### src/rtl/conv2d_seq.sv
// conv2d_seq: layer sequencer for a 2-D convolution engine.
// For every (output channel, input channel) pair it issues a weight
// prefetch, waits for the datapath, issues a pass enable and waits for
// pass completion. Passes run input channel inner, output channel outer.
//
// Ports:
//   clk, rst                      clock, async active-high reset
//   start                         single-cycle layer start (ignored when busy)
//   cfg_xbase/ybase/wbase [AW]    input / output / weight base byte addresses
//   cfg_width, cfg_height [9]     plane dimensions in pixels
//   cfg_n_in, cfg_n_out [8]       input / output channel counts
//   pref_done, pass_done          completion pulses from the datapath
//   param_prefetch, param_ena     2-cycle request pulses to the read-memory block
//   param_waddr/xaddr/yaddr [AW]  per-pass weight / input / output addresses
//   param_length_w [8]            weights per pass (KS*KS)
//   param_width_in [9]            latched plane width
//   param_length_in/out [18]      latched plane size (width*height, truncated)
//   busy, done                    layer active / one-cycle completion pulse
//   cur_ic, cur_oc [8]            current channel indices
module conv2d_seq #(
  parameter int unsigned AW = 32,
  parameter int unsigned KS = 3
) (
  input  logic          clk,
  input  logic          rst,
  input  logic          start,
  input  logic [AW-1:0] cfg_xbase,
  input  logic [AW-1:0] cfg_ybase,
  input  logic [AW-1:0] cfg_wbase,
  input  logic [8:0]    cfg_width,
  input  logic [8:0]    cfg_height,
  input  logic [7:0]    cfg_n_in,
  input  logic [7:0]    cfg_n_out,
  input  logic          pref_done,
  input  logic          pass_done,
  output logic          param_prefetch,
  output logic          param_ena,
  output logic [AW-1:0] param_waddr,
  output logic [AW-1:0] param_xaddr,
  output logic [AW-1:0] param_yaddr,
  output logic [7:0]    param_length_w,
  output logic [8:0]    param_width_in,
  output logic [17:0]   param_length_in,
  output logic [17:0]   param_length_out,
  output logic          busy,
  output logic          done,
  output logic [7:0]    cur_ic,
  output logic [7:0]    cur_oc
);

  typedef enum logic [2:0] {IDLE, PREF, PWAIT, ENA, XWAIT, NEXT, FIN} state_t;

  localparam logic [AW-1:0] WSTEP = AW'(KS * KS * 4);

  state_t        state;
  logic          ph;        // second cycle of a 2-cycle pulse phase
  logic [7:0]    n_in;
  logic [7:0]    n_out;
  logic [AW-1:0] xbase;
  logic [AW-1:0] pstep;     // plane size in bytes (plane*4)
  logic [17:0]   plane_c;
  logic          ic_last;
  logic          oc_last;

  assign plane_c        = 18'(cfg_width) * 18'(cfg_height);
  assign param_length_w = 8'(KS * KS);
  assign ic_last        = (cur_ic == n_in - 8'd1);
  assign oc_last        = (cur_oc == n_out - 8'd1);

  always_ff @(posedge clk or posedge rst) begin
    if (rst) begin
      state            <= IDLE;
      ph               <= 1'b0;
      n_in             <= '0;
      n_out            <= '0;
      xbase            <= '0;
      pstep            <= '0;
      param_prefetch   <= 1'b0;
      param_ena        <= 1'b0;
      param_waddr      <= '0;
      param_xaddr      <= '0;
      param_yaddr      <= '0;
      param_width_in   <= '0;
      param_length_in  <= '0;
      param_length_out <= '0;
      busy             <= 1'b0;
      done             <= 1'b0;
      cur_ic           <= '0;
      cur_oc           <= '0;
    end else begin
      done <= 1'b0;
      case (state)
        IDLE: begin
          if (start) begin
            n_in             <= cfg_n_in;
            n_out            <= cfg_n_out;
            xbase            <= cfg_xbase;
            pstep            <= AW'({plane_c, 2'b00});
            param_xaddr      <= cfg_xbase;
            param_yaddr      <= cfg_ybase;
            param_waddr      <= cfg_wbase;
            param_width_in   <= cfg_width;
            param_length_in  <= plane_c;
            param_length_out <= plane_c;
            cur_ic           <= '0;
            cur_oc           <= '0;
            busy             <= 1'b1;
            ph               <= 1'b0;
            if (cfg_n_in == 8'd0 || cfg_n_out == 8'd0) begin
              state <= FIN;
              done  <= 1'b1;
            end else begin
              state          <= PREF;
              param_prefetch <= 1'b1;
            end
          end
        end
        PREF: begin
          if (ph) begin
            state          <= PWAIT;
            param_prefetch <= 1'b0;
            ph             <= 1'b0;
          end else begin
            ph <= 1'b1;
          end
        end
        PWAIT: begin
          if (pref_done) begin
            state     <= ENA;
            param_ena <= 1'b1;
          end
        end
        ENA: begin
          if (ph) begin
            state     <= XWAIT;
            param_ena <= 1'b0;
            ph        <= 1'b0;
          end else begin
            ph <= 1'b1;
          end
        end
        XWAIT: begin
          if (pass_done) state <= NEXT;
        end
        NEXT: begin
          if (ic_last && oc_last) begin
            state <= FIN;
            done  <= 1'b1;
          end else begin
            // Weight index oc*n_in+ic always advances by one pass, including
            // on the oc wrap, so the weight address steps uniformly.
            param_waddr <= param_waddr + WSTEP;
            if (ic_last) begin
              cur_ic      <= '0;
              cur_oc      <= cur_oc + 8'd1;
              param_xaddr <= xbase;
              param_yaddr <= param_yaddr + pstep;
            end else begin
              cur_ic      <= cur_ic + 8'd1;
              param_xaddr <= param_xaddr + pstep;
            end
            state          <= PREF;
            param_prefetch <= 1'b1;
          end
        end
        FIN: begin
          state <= IDLE;
          busy  <= 1'b0;
        end
        default: begin
          state <= IDLE;
          busy  <= 1'b0;
        end
      endcase
    end
  end

endmodule

### config.mk
export PLATFORM = sky130hd
export DESIGN_NAME = conv2d_seq
export DESIGN_NICKNAME = d
export VERILOG_FILES = /design/src/rtl/conv2d_seq.sv
export SDC_FILE = /design/constraint.sdc
export NUM_CORES = 1
export LEC_CHECK = 0
export ABC_AREA = 0
export CORE_MARGIN = 10
export CORE_UTILIZATION = 65
export DETAILED_ROUTE_END_ITERATION = 10
export DONT_BUFFER_PORTS = 1
export GPL_TIMING_DRIVEN = 0
export PLACE_DENSITY = 0.84
export SETUP_SLACK_MARGIN = 0.4
export SYNTH_ARGS = -nofsm -noshare
export SYNTH_HDL_FRONTEND = slang
export SYNTH_SLANG_ARGS = --single-unit
### constraint.sdc
create_clock -name clk -period 18.6 [get_ports clk]
set_clock_uncertainty 0.05 [all_clocks]
set_input_delay 2.79 -clock clk [delete_from_list [all_inputs] [get_ports clk]]
set_output_delay 2.79 -clock clk [all_outputs]
set_load 0.005 [all_outputs]
==> results.tsv <==
metric	value	unit
Clk network pwr share	13.9	%
Tot GR Track Use	32.5	%
data required time of the worst path	18850	ps
Reg power frac	32.9	%
placed cells	2009	
first-pass GRT wire length	73200	µm
DR vias/cell	6.58	
Seq/Total Area, Yosys	34.3	%
total power	2.72	mW
slowest cell delay on critical path	570	ps
post-CTS sizing	0	
largest net degree at the start of global routing	115	
Max clock buf depth	2	
ys flop type	dfrtp_1	
antenna violations before repair	4	
Sw Ratio	49.2	%
CTS Root Cell	clkbuf_16	
crit path from	cfg_width[4]	
CTS H-tree lvls	4	
CTS Hold Bufs	0	
Critical R2R Launch	n_in[0]$_DFFE_PP0P_	
main combinational cell family by area after synthesis	simple AND/OR/NAND/NOR gates	
FFs w/ async S/R, synth	100	%
min-delay src	xbase[16]$_DFFE_PP0P_	
clock latency at the later pin of the worst-skew pair	450	ps
Final setup viols	0	
Port Buffers	0	
worst path arrival time	7350	ps
crit path time final	7100	ps
final core occ	70.2	%
Period Utilization, post-route	38.2	%
highest routed layer	met5	
Fmax	141	MHz
row cnt	54	
CTS tree	built	
clock sinks	195	
WL final	47700	µm
chip width	168	µm
pre-CTS WS	11050	ps
Critical Path Fanout Max	10	
fraction of layout instances using a drive strength above 1	5.00	%
post-CTS setup buffer count	0	
gpl congestion	0.954	
DRC	0	
FF+latch count, synth	195	
adder-cell share of the synthesized area	14.4	%
Die H	168	µm
Setup TNS Final	0	ps
met1 wire length	16900	µm
Final ANT Viol Nets	0	
Area Overhead vs Synth	7.01	%
via count	13400	
P_int	1.38	mW
relative slew slack	31.4	%
RSZ-0062 raised after global routing	false	
Comb pwr share	53.2	%
MaxCap Viol Count	0	
initial DRC count	1624	
vias in the first global route	13200	
Hold Crit Class	flop to flop	
DR WL met3	6080	µm
DR pass1 iterations	8	
Fin. Hold Viols	0	
pwr/cell area	178	nW/µm²
Post-Syn Area	14200	µm²
post-DP HPWL	36000	µm
# IOs	304	
library cells used by synthesis	80	
Crit-path slowest cell	fa_1	
Std-Cell Core Area	21700	µm²
NetSw	1.34	mW
Max rail drop VDD	0.000106	V
post-route setup slack	11500	ps
Final Non-Filler Cells	2042	
Pins Over Slew Limit	0	
fin area	15200	µm²
Yosys Warn Count	0	
post-synthesis xor/xnor area fraction	3.91	%
post-synthesis mux area share	1.00	%
synthesized area per cell	8.26	µm²
Clk pin slew, worst setup/hold paths	70	ps
met2 routed WL	22200	µm
GR Overflow Total	0	
Setup crit end kind	flop	
average wire per standard cell	23.4	µm
full die area	28200	µm²
Starting Density	65.6	%
Syn Inst Count	1722	
post-synthesis simple-gate area fraction	21.5	%
Pleak	7.16	nW
crit-path cells	clkbuf_1 -> nand2_1 -> fa_1 -> inv_1 -> fa_1 -> ha_1 -> inv_1 -> fa_1 -> inv_1 -> ha_1 -> nor2b_1 -> o21ai_0 -> a21boi_0 -> o41a_1 -> a41o_1 -> o41ai_1 -> xor2_1 -> o21ai_0	
critical path startpoint category	input pin	
hold_ws	424	ps
worst slew pin tran	1020	ps
Post-synth EDFFs	0	
status	completed	
Num CTS Buffers	17	
compound-cell area share of the yosys netlist	18.3	%
critical path type	input pin to flop	
area post-placement	14600	µm²
Final #Nets	2015	
## synthesized netlist by cell type (5+ instances only)
cell type / n / area (µm²)
clkbuf_1: 74 / 278
buf_2: 9 / 45.0
mux2i_1: 12 / 120
nand3_1: 48 / 240
o22ai_1: 21 / 131
dfrtp_1: 195 / 4880
o311ai_0: 5 / 43.8
buf_1: 6 / 22.5
and2_1: 53 / 332
nor2b_1: 10 / 62.6
o21a_1: 9 / 67.6
nor3_1: 21 / 105
ha_1: 80 / 1000
o31ai_1: 5 / 37.5
a221oi_1: 5 / 43.8
buf_4: 26 / 195
a211oi_1: 12 / 90.1
a21oi_1: 126 / 631
nor4_1: 7 / 43.8
or3_1: 6 / 37.5
a31oi_1: 22 / 138
inv_1: 103 / 387
nand2_1: 360 / 1350
a41oi_1: 5 / 43.8
fa_1: 52 / 1040
and4_1: 5 / 43.8
nor2_1: 97 / 364
and3_1: 27 / 169
xor2_1: 25 / 219
a21o_1: 16 / 120
or2_2: 6 / 37.5
nand2b_1: 10 / 62.6
nand4_1: 8 / 50.1
xnor2_1: 36 / 315
o21ai_0: 128 / 641
## sequential cells by signal, summed over array words and instances, names as in the netlist, 3 cells and up
| signal | count |
|---|---|
| state | 3 |
| xbase | 32 |
| n_out | 8 |
| param_xaddr | 32 |
| param_yaddr | 32 |
| param_waddr | 32 |
| pstep | 18 |
| cur_ic | 8 |
| cur_oc | 8 |
| param_width_in | 9 |
| n_in | 8 |
## worst max-delay path: cells and delay by family
kind | cells | cell delay (ps)
compound gates | 6 | 1400
simple gates | 2 | 290
buf+inv | 4 | 520
xor+xnor | 1 | 190
fa+ha+maj | 5 | 2170
## cell usage in the layout (no fill, tap or decap), types with 12 or more instances in the layout
cell type / instances
xnor2_1: 36
a21o_1: 16
xor2_1: 25
fa_1: 52
and3_1: 27
o21ai_0: 128
nand3_1: 48
a21oi_1: 126
nor2_1: 97
clkbuf_16: 17
and2_1: 53
clkbuf_1: 74
mux2i_1: 12
a31oi_1: 22
buf_4: 26
dfrtp_1: 195
o22ai_1: 21
a211oi_1: 12
nand2_1: 360
nor3_1: 21
inv_1: 102
ha_1: 80
## layer usage
| metal | vias up | global-route usage [%] |
|---|---|---|
| met3 | 181 | 11.0 |
| met2 | 826 | 53.2 |
| met5 | - | 0 |
| met4 | 4 | 15.7 |
| met1 | 6492 | 37.6 |
| li1 | 5938 | - |
## kinds of logic after synthesis
logic type | Yosys count
AO/OA/AOI/OAI | 423
buffers and inverters | 219
multiplexers | 14
adder cells (fa/ha/maj) | 132
flip-flops | 195
AND/OR/NAND/NOR | 675
other | 2
XOR/XNOR | 62
## power by group through the flow
stage	combinational (mW)	clock (mW)	sequential, mW
global route	1.60	0.390	0.914
finish	1.44	0.378	0.893
global placement	1.35	0	0.886
detailed placement	1.40	0	0.893
CTS	1.42	0.375	0.886
floorplan	1.09	0	0.780
## cell type report
| cell class | instances | area (µm²) |
|---|---|---|
| Timing Repair Buffer | 1 | 27.5 |
| Fill cell | 1722 | 6470 |
| Inverter | 103 | 394 |
| Clock buffer | 18 | 439 |
| Buffer | 116 | 552 |
| Clock inverter | 13 | 145 |
| Multi-Input combinational cell | 1314 | 8430 |
| Sequential cell | 195 | 4880 |
| Tap cell | 280 | 350 |
| Antenna cell | 2 | 5.00 |
## worst paths after layout
check / end / slack [ps] / cells past startpoint
setup / recovery: pstep[18]$_DFFE_PP0P_ / 11500 / 18
hold / removal: xbase[16]$_DFFE_PP0P_ / 420 / 2
hold reg to reg: xbase[16]$_DFFE_PP0P_ / 420 / 2
min in group asynchronous: n_in[7]$_DFFE_PP0P_ / 2220 / 1
setup reg to reg: param_xaddr[21]$_DFFE_PP0P_ / 14710 / 13
max in group asynchronous: xbase[3]$_DFFE_PP0P_ / 15310 / 2
Power figures use the tool's default switching activity.
